[src/rtl/cmd_link_pkg.sv]
// rtl/cmd_link_pkg.sv - shared command-link types and widths
package cmd_link_pkg;
  localparam int CMD_W  = 16;
  localparam int BYTE_W = 8;

  typedef enum logic {WAIT_HIGH, WAIT_LOW} rcv_state_t;
endpackage

[src/rtl/UART_rx.sv]
// rtl/UART_rx.sv - 8N1 UART receiver, rdy held until clr_rdy or next start bit
module UART_rx
  import cmd_link_pkg::*;
#(
  parameter int BAUD_DIV = 2604
) (
  input  logic              clk,
  input  logic              rst_n,
  input  logic              RX,
  input  logic              clr_rdy,
  output logic [BYTE_W-1:0] rx_data,
  output logic              rdy
);
  localparam int CW = $clog2(BAUD_DIV + 1);

  logic              rx_ff1_q, rx_ff2_q, busy_q, rdy_q;
  logic [CW-1:0]     baud_q;
  logic [3:0]        bit_q;
  logic [BYTE_W-1:0] shift_q;

  // Samples land mid-bit: half a period after the start edge, then every full period.
  always_ff @(posedge clk or negedge rst_n) begin
    if (!rst_n) begin
      rx_ff1_q <= 1'b1;
      rx_ff2_q <= 1'b1;
      busy_q   <= 1'b0;
      rdy_q    <= 1'b0;
      baud_q   <= '0;
      bit_q    <= '0;
      shift_q  <= '0;
    end else begin
      rx_ff1_q <= RX;
      rx_ff2_q <= rx_ff1_q;
      if (clr_rdy) rdy_q <= 1'b0;
      if (!busy_q) begin
        if (!rx_ff2_q) begin
          busy_q <= 1'b1;
          baud_q <= CW'(BAUD_DIV / 2);
          bit_q  <= '0;
          rdy_q  <= 1'b0;
        end
      end else if (baud_q == '0) begin
        baud_q <= CW'(BAUD_DIV - 1);
        bit_q  <= bit_q + 4'd1;
        if (bit_q == 4'd9) begin
          busy_q <= 1'b0;
          rdy_q  <= 1'b1;
        end else begin
          shift_q <= {rx_ff2_q, shift_q[BYTE_W-1:1]};
        end
      end else begin
        baud_q <= baud_q - CW'(1);
      end
    end
  end

  assign rx_data = shift_q;
  assign rdy     = rdy_q;
endmodule

[src/rtl/UART_tx.sv]
// rtl/UART_tx.sv - 8N1 UART transmitter with one-cycle tx_done at end of stop bit
module UART_tx
  import cmd_link_pkg::*;
#(
  parameter int BAUD_DIV = 2604
) (
  input  logic              clk,
  input  logic              rst_n,
  input  logic              trmt,
  input  logic [BYTE_W-1:0] tx_data,
  output logic              TX,
  output logic              tx_done
);
  localparam int CW = $clog2(BAUD_DIV + 1);

  logic [BYTE_W+1:0] shift_q;
  logic              busy_q, done_q;
  logic [CW-1:0]     baud_q;
  logic [3:0]        bit_q;

  always_ff @(posedge clk or negedge rst_n) begin
    if (!rst_n) begin
      shift_q <= '1;
      busy_q  <= 1'b0;
      done_q  <= 1'b0;
      baud_q  <= '0;
      bit_q   <= '0;
    end else begin
      done_q <= 1'b0;
      if (trmt && !busy_q) begin
        shift_q <= {1'b1, tx_data, 1'b0};
        busy_q  <= 1'b1;
        baud_q  <= CW'(BAUD_DIV - 1);
        bit_q   <= '0;
      end else if (busy_q) begin
        if (baud_q == '0) begin
          shift_q <= {1'b1, shift_q[BYTE_W+1:1]};
          baud_q  <= CW'(BAUD_DIV - 1);
          bit_q   <= bit_q + 4'd1;
          if (bit_q == 4'd9) begin
            busy_q <= 1'b0;
            done_q <= 1'b1;
          end
        end else begin
          baud_q <= baud_q - CW'(1);
        end
      end
    end
  end

  assign TX      = shift_q[0];
  assign tx_done = done_q;
endmodule

[src/rtl/cmd_assembler.sv]
// rtl/cmd_assembler.sv - two-byte command FSM; inter-byte timeout under CMD_TIMEOUT_EN
module cmd_assembler
  import cmd_link_pkg::*;
#(
  parameter int TMO_CYCLES = 1_000_000,
  parameter int TMO_W      = 20
) (
  input  logic              clk,
  input  logic              rst_n,
  input  logic              rx_rdy,
  input  logic [BYTE_W-1:0] rx_data,
  input  logic              clr_cmd_rdy,
  output logic              clr_rdy,
  output logic [CMD_W-1:0]  cmd,
  output logic              cmd_rdy,
  output logic              cmd_tmo
);
  rcv_state_t        state_q, state_d;
  logic [BYTE_W-1:0] high_q, high_d;
  logic [CMD_W-1:0]  cmd_q, cmd_d;
  logic              cmd_rdy_q, cmd_rdy_d;
  logic              tmo_hit;

`ifdef CMD_TIMEOUT_EN
  logic [TMO_W-1:0] cnt_q, cnt_d;

  always_comb begin
    cnt_d = cnt_q + TMO_W'(1);
    if (state_q == WAIT_HIGH) cnt_d = '0;
  end

  always_ff @(posedge clk or negedge rst_n) begin
    if (!rst_n) cnt_q <= '0;
    else        cnt_q <= cnt_d;
  end

  assign tmo_hit = (state_q == WAIT_LOW) && (cnt_q == TMO_W'(TMO_CYCLES - 1));
`else
  logic [TMO_W-1:0] unused_tmo;
  assign unused_tmo = TMO_W'(TMO_CYCLES);
  assign tmo_hit    = 1'b0;
`endif

  always_ff @(posedge clk or negedge rst_n) begin
    if (!rst_n) begin
      state_q   <= WAIT_HIGH;
      high_q    <= '0;
      cmd_q     <= '0;
      cmd_rdy_q <= 1'b0;
    end else begin
      state_q   <= state_d;
      high_q    <= high_d;
      cmd_q     <= cmd_d;
      cmd_rdy_q <= cmd_rdy_d;
    end
  end

  // Setting cmd_rdy is assigned after the acknowledge so a coincident set wins.
  always_comb begin
    state_d   = state_q;
    high_d    = high_q;
    cmd_d     = cmd_q;
    cmd_rdy_d = cmd_rdy_q;
    if (clr_cmd_rdy) cmd_rdy_d = 1'b0;
    case (state_q)
      WAIT_HIGH: begin
        if (rx_rdy) begin
          high_d    = rx_data;
          cmd_rdy_d = 1'b0;
          state_d   = WAIT_LOW;
        end
      end
      WAIT_LOW: begin
        if (rx_rdy) begin
          cmd_d     = {high_q, rx_data};
          cmd_rdy_d = 1'b1;
          state_d   = WAIT_HIGH;
        end else if (tmo_hit) begin
          high_d  = '0;
          state_d = WAIT_HIGH;
        end
      end
      default: state_d = WAIT_HIGH;
    endcase
  end

  always_comb begin
    clr_rdy = 1'b0;
    cmd_tmo = 1'b0;
    case (state_q)
      WAIT_HIGH: clr_rdy = rx_rdy;
      WAIT_LOW: begin
        clr_rdy = rx_rdy;
        cmd_tmo = !rx_rdy && tmo_hit;
      end
      default: clr_rdy = 1'b0;
    endcase
  end

  assign cmd     = cmd_q;
  assign cmd_rdy = cmd_rdy_q;
endmodule

[src/rtl/uart_cmd_rcvr.sv]
// rtl/uart_cmd_rcvr.sv - UART command receiver top with response transmit handshake
// Optional inter-byte timeout enabled by defining CMD_TIMEOUT_EN.
module uart_cmd_rcvr
  import cmd_link_pkg::*;
#(
  parameter int TMO_CYCLES = 1_000_000,
  parameter int TMO_W      = 20,
  parameter int BAUD_DIV   = 2604
) (
  input  logic              clk,
  input  logic              rst_n,
  input  logic              RX,
  input  logic              clr_cmd_rdy,
  input  logic              snd_resp,
  input  logic [BYTE_W-1:0] resp,
  output logic              TX,
  output logic [CMD_W-1:0]  cmd,
  output logic              cmd_rdy,
  output logic              resp_sent,
  output logic              tx_busy,
  output logic              cmd_tmo
);
  logic              rx_rdy, clr_rdy, tx_done, accept;
  logic [BYTE_W-1:0] rx_data;
  logic              trmt_q, tx_busy_q, resp_sent_q;
  logic [BYTE_W-1:0] tx_data_q;

  UART_rx #(.BAUD_DIV(BAUD_DIV)) u_rx (
    .clk     (clk),
    .rst_n   (rst_n),
    .RX      (RX),
    .clr_rdy (clr_rdy),
    .rx_data (rx_data),
    .rdy     (rx_rdy)
  );

  cmd_assembler #(.TMO_CYCLES(TMO_CYCLES), .TMO_W(TMO_W)) u_asm (
    .clk         (clk),
    .rst_n       (rst_n),
    .rx_rdy      (rx_rdy),
    .rx_data     (rx_data),
    .clr_cmd_rdy (clr_cmd_rdy),
    .clr_rdy     (clr_rdy),
    .cmd         (cmd),
    .cmd_rdy     (cmd_rdy),
    .cmd_tmo     (cmd_tmo)
  );

  UART_tx #(.BAUD_DIV(BAUD_DIV)) u_tx (
    .clk     (clk),
    .rst_n   (rst_n),
    .trmt    (trmt_q),
    .tx_data (tx_data_q),
    .TX      (TX),
    .tx_done (tx_done)
  );

  // trmt is registered so the transmitter loads tx_data after it has been latched.
  assign accept = snd_resp && !tx_busy_q;

  always_ff @(posedge clk or negedge rst_n) begin
    if (!rst_n) begin
      trmt_q      <= 1'b0;
      tx_busy_q   <= 1'b0;
      resp_sent_q <= 1'b0;
      tx_data_q   <= '0;
    end else begin
      trmt_q      <= accept;
      resp_sent_q <= tx_done;
      if (accept) begin
        tx_data_q <= resp;
        tx_busy_q <= 1'b1;
      end else if (tx_done) begin
        tx_busy_q <= 1'b0;
      end
    end
  end

  assign tx_busy   = tx_busy_q;
  assign resp_sent = resp_sent_q;
endmodule

[config.mk]
export PLATFORM = sky130hd
export DESIGN_NAME = uart_cmd_rcvr
export DESIGN_NICKNAME = d
export VERILOG_FILES = /design/src/rtl/cmd_link_pkg.sv /design/src/rtl/UART_rx.sv /design/src/rtl/UART_tx.sv /design/src/rtl/cmd_assembler.sv /design/src/rtl/uart_cmd_rcvr.sv
export SDC_FILE = /design/constraint.sdc
export NUM_CORES = 1
export LEC_CHECK = 0
export CAP_MARGIN = 25
export CORE_MARGIN = 1
export CORE_UTILIZATION = 52
export CTS_CLUSTER_SIZE = 14
export DETAILED_ROUTE_END_ITERATION = 10
export PLACE_DENSITY = 0.73
export SLEW_MARGIN = 20
export SYNTH_ARGS = -nofsm -noshare
export SYNTH_HDL_FRONTEND = slang
export SYNTH_SLANG_ARGS = --single-unit
[constraint.sdc]
create_clock -name clk -period 2.3 [get_ports clk]
set_input_delay 0.23 -clock clk [delete_from_list [all_inputs] [get_ports clk]]
set_output_delay 0.23 -clock clk [all_outputs]
set_load 0.005 [all_outputs]
# Word level (Yosys, flattened, before mapping)
# Cells that the tools add are included.
# W data, S select, Z words.
# totals
wordCells	86
regBits	93
output_inout_bits	21
# classes
addsub	4
n_mux	41
eq_ne	5
n_reduce_logical	14
bitwise_logic	2
# ops
cell	n
$mux W12	6
$mux W10	3
$logic_not A12 Y1	2
$mux W4	6
$sub A12 B1 Y12 const B	2
$mux W1	22
$mux W8	2
$add A4 B1 Y4 const B	2
$eq A4 B4 Y1 const B	2
$reduce_and A2 Y1	4
$ne A2 B2 Y1 const B	3
$reduce_bool A2 Y1	3
$pmux W1 S2	2
$reduce_and A3 Y1	1
$logic_and A1 B1 Y1	2
$logic_not A1 Y1	2
$not A1 Y1	2

# Longest topological paths before layout
# logic_depth
word_depth	5
depth_mapped	8
ltp_nobuf	6

# Cells and area by module
# Synthesis repeated with hierarchy kept, for this count alone.
# unflattened
hier_cells	346
area_unflattened_um2	4185.3
# by_module_without_submodules
mod	instances	area_per_inst_um2	seq_area_each_um2	cells_each
UART_tx	1	1381.3	686.9	139
UART_rx	1	1318.8	703.2	121
cmd_assembler	1	1061.0	650.6	63
uart_cmd_rcvr	1	424.2	275.3	23

# Least setup slack after synthesis
# OpenSTA, ideal clock, no wires.
# synth_timing
kind	register -> register
start	register u_rx.baud_q[0]
end	register u_rx.shift_q[0], in the netlist u_rx.rx_data[0]
n_path_buf	2
t_arrival_ps	2263
stages_incl_launch_ff	9
synth_period_minus_slack_ps	2388
required_ps	2175
setup_slack_ps	-88
cell_sequence	dfrtp_1 inv_1 ha_1 or4b_1 or4_4 buf_6 nand2b_4 buf_6 mux2_4
# synth_via
elab_chain_len	2
# synth_lines
element	line	rtl
from (decl)	UART_rx.sv:17	logic [CW-1:0] baud_q;
from (signal assigned)	UART_rx.sv:38	baud_q <= CW'(BAUD_DIV / 2);
from (signal assigned)	UART_rx.sv:43	baud_q <= CW'(BAUD_DIV - 1);
from (signal assigned)	UART_rx.sv:52	baud_q <= baud_q - CW'(1);
$logic_not A12 Y1	UART_rx.sv:42	end else if (baud_q == '0) begin
$reduce_and A3 Y1 (no source line)	--	
to (signal assigned)	UART_rx.sv:49	shift_q <= {rx_ff2_q, shift_q[BYTE_W-1:1]};
to (decl)	UART_rx.sv:19	logic [BYTE_W-1:0] shift_q;
# No other way between the ends.
# A chain may end at the register's enable or synchronous reset.

# Worst setup path in the final report
# layout_timing
start	register u_rx.baud_q[0]
end	register u_rx.shift_q[7], in the netlist u_rx.rx_data[7]
# Same word-level chain as after synthesis.

==> impl_metrics.env <==
export IMPL_grt_first_pass_wirelength_um=12700
export IMPL_gr_usage_all_layers=0.191
export IMPL_grt_setup_unrepaired="no"
export IMPL_clock_path_buffers=2
export IMPL_drv_slew=0
export IMPL_cp_start_kind="flop"
export IMPL_postCtsSetupBuffers=0
export IMPL_p_total_mw=3.48
export IMPL_cts_buffers=9
export IMPL_drtIter0Drc=116
export IMPL_path_cells="inv_1, ha_1, or4b_4, or4_4, nand2b_4, mux2_4"
export IMPL_period_share=0.967
export IMPL_timing_hold_ws_ps=272
export IMPL_end_kind="flop"
export IMPL_grt_ovfl_total=0
export IMPL_clock_sinks=92
export IMPL_multi_input_area_um2=1700
export IMPL_grt_max_degree=38
export IMPL_crit_reg2reg_launch="u_rx.baud_q[0]$_DFFE_PN0P_"
export IMPL_place_congestion=0.812
export IMPL_fin_setup_tns_ps=0
export IMPL_fp_dieArea_um2=8370
export IMPL_yosysUniqueCellTypes=50
export IMPL_num_fill_cells=597
export IMPL_wl_per_cell_um=14.0
export IMPL_yosysSeqAreaShare=0.556
export IMPL_finalNonFillerCells=511
export IMPL_pre_cts_slack_ps=76.6
export IMPL_synth_largest_area_cell="dfrtp_1"
export IMPL_hold_viol_final=0
export IMPL_dp_cells=494
export IMPL_syn_to_final_growth_pct=16.8
export IMPL_synth_edff_count=0
export IMPL_outcome="completed"
export IMPL_diodes=0
export IMPL_clk_pin_slew_ps=90
export IMPL_synth_cells=362
export IMPL_cts_tree="built"
export IMPL_core_area_um2=7730
export IMPL_syn_nets=385
export IMPL_slowest_stage="or4b_4"
export IMPL_routed_via_density=5.46
export IMPL_cpLargestDelayFamily="simple AND/OR/NAND/NOR gates"
export IMPL_total_leakage_power_nw=2.19
export IMPL_cts_root_buf="clkbuf_8"
export IMPL_yosys_register_bits=92
export IMPL_syn_cell_area_um2=4170
export IMPL_worst_pin_slew_ps=770
export IMPL_max_clock_freq_ghz=0.450
export IMPL_drive_gt1_frac=0.237
export IMPL_final_setup_worst_slack_ps=75.3
export IMPL_relSlewSlack=0.485
export IMPL_dieHeight_um=91.5
export IMPL_synth_top_area_frac=0.486
export IMPL_hpwlAfterDp_um=5040
export IMPL_startpoint="u_rx.baud_q[0]$_DFFE_PN0P_"
export IMPL_setup_viol=0
export IMPL_clock_latency_ps=360
export IMPL_hp_class="in2reg"
export IMPL_path_max_fanout=8
export IMPL_ir_drop_mv=0.362
export IMPL_nNetsFinal=427
export IMPL_ant_nets=0
export IMPL_avgSynthCellArea_um2=11.5
export IMPL_wl_um=7170
export IMPL_htreeDepth=3
export IMPL_critPathMaxStageDelay_ps=480
export IMPL_grt_pass1_vias=2805
export IMPL_firstDrtPassIters=4
export IMPL_post_route_drc_count=0
export IMPL_arrival_ps=2480
export IMPL_clock_skew_ps=10.4
export IMPL_critPathKind="reg2reg"
export IMPL_antenna_found_initial=0
export IMPL_ys_flop_type="dfrtp_1"
export IMPL_required_ps=2550
export IMPL_yosys_top_cells_area="dfrtp_1 49%, mux2_2 8.9%, dfstp_2 6.9%"
export IMPL_vias=2790
export IMPL_synth_warnings=0
export IMPL_start_util=0.539
export IMPL_synthArstFlopShare=1.00
export IMPL_path_buf_inv=1
export IMPL_io_pins=34
export IMPL_io_buffers=32
export IMPL_cap_violations=0
export IMPL_powerDensity_nw_per_um2=716
export IMPL_register_area_um2=2320
export IMPL_holdCritStartpoint="RX"
export IMPL_die_w_um=91.5
export IMPL_core_rowCount=32
export IMPL_finalCriticalPeriod_ps=2220
[stage by stage]
stage / utilization / area [um2]
after CTS: 0.630 / 4870
after detailed placement: 0.603 / 4660
after global routing: 0.630 / 4870
final: 0.630 / 4870
after global placement: 0.603 / 4660
after floorplan: - / 4170
[state kept, by name, indices dropped and copies added (netlist names), 4 cells and up]
signal and count:
u_tx.shift_q 9, u_tx.baud_q 12, u_rx.rx_data 8, u_asm.high_q 8
u_rx.baud_q 12, u_tx.bit_q 4, tx_data_q 8, u_rx.bit_q 4
u_asm.cmd 16
[cell families (layout without fill, tap and decap cells)]
kind of cell,count (synthesis),count (layout),share of synthesized area
muxes,42,42,0.120
and+or+nand+nor,113,113,0.150
xor gates and xnor gates,7,7,0.0147
other,1,1,0.000900
AOI/OAI and AO/OA,62,62,0.0919
adders and majority gates,10,10,0.0300
DFF,92,92,0.556
buffers and inverters,35,82,0.0366
[Yosys cell counts (2+ instances only)]
| library cell | n |
|---|---|
| a211o_1 | 3 |
| a21oi_1 | 13 |
| a31o_2 | 2 |
| a31oi_1 | 3 |
| and3_1 | 4 |
| buf_2 | 2 |
| buf_6 | 2 |
| clkbuf_1 | 14 |
| dfrtp_1 | 81 |
| dfstp_2 | 11 |
| ha_1 | 10 |
| inv_1 | 15 |
| mux2_2 | 33 |
| mux2_4 | 8 |
| nand2_1 | 18 |
| nand2b_1 | 4 |
| nand3_1 | 20 |
| nand3b_1 | 3 |
| nor2_1 | 21 |
| nor2b_1 | 6 |
| nor3_1 | 6 |
| nor3b_1 | 3 |
| nor4_1 | 6 |
| o211ai_1 | 4 |
| o21a_1 | 2 |
| o21ai_0 | 21 |
| o22ai_1 | 3 |
| o31ai_1 | 5 |
| or2_2 | 4 |
| or3_1 | 2 |
| or4_1 | 9 |
| xnor2_1 | 3 |
| xor2_1 | 4 |
[worst reg2reg max path, delay by kind of cell (launching register included)]
family | cells | cell delay, ps
adders and majority gates | 1 | 140
DFF | 1 | 420
and+or+nand+nor | 3 | 1140
buffers and inverters | 1 | 100
muxes | 1 | 320
[layout by cell type, fill, tap and decap left out, types with 13 or more instances in the layout]
| cell type | n |
|---|---|
| nand2_1 | 18 |
| inv_1 | 15 |
| buf_4 | 17 |
| mux2_2 | 33 |
| dfrtp_1 | 81 |
| nand3_1 | 20 |
| a21oi_1 | 13 |
| o21ai_0 | 21 |
| nor2_1 | 21 |
| clkdlybuf4s50_1 | 31 |
[path summary, 6_finish.rpt]
check | to | slack (ps) | cells after the start
worst min register to register | u_rx.rx_ff2_q$_DFF_PN1_ | 360 | 0
worst max-delay path | u_rx.rx_data[7]$_DFFE_PN0P_ | 80 | 6
min in group asynchronous | tx_data_q[7]$_DFFE_PN0P_ | 360 | 2
worst min-delay path | u_rx.rx_ff1_q$_DFF_PN1_ | 270 | 1
max in group asynchronous | u_tx.baud_q[2]$_DFFE_PN0P_ | 1300 | 3
worst max register to register | u_rx.rx_data[7]$_DFFE_PN0P_ | 80 | 6
[timing repair]
action / in CTS / in global routing
hold endpoints to repair: 26 / 0
hold buffers: 1 / 0
gates resized for setup: 0 / 0
[report_power, final]
group	switching (mW)	total (mW)	internal, mW
clock	0.615	1.04	0.420
sequential	0.142	1.95	1.81
combinational	0.258	0.499	0.241
[per-layer routing]
metal,vias up,part of all wire,track usage
li1,1373,-,-
met1,1364,0.48,0.245
met2,38,0.47,0.311
met3,15,0.024,0.0360
met4,0,0.022,0.0966
met5,-,0,0
[area by class of cell]
type	instances	share of cell area
timing repair buffer	50	0.0961
multi-input combinational	235	0.350
tap	102	0.0262
sequential	92	0.476
clock inverter	7	0.0144
inverter	16	0.0123
clock buffer	9	0.0254
Power figures use the tool's default switching activity.
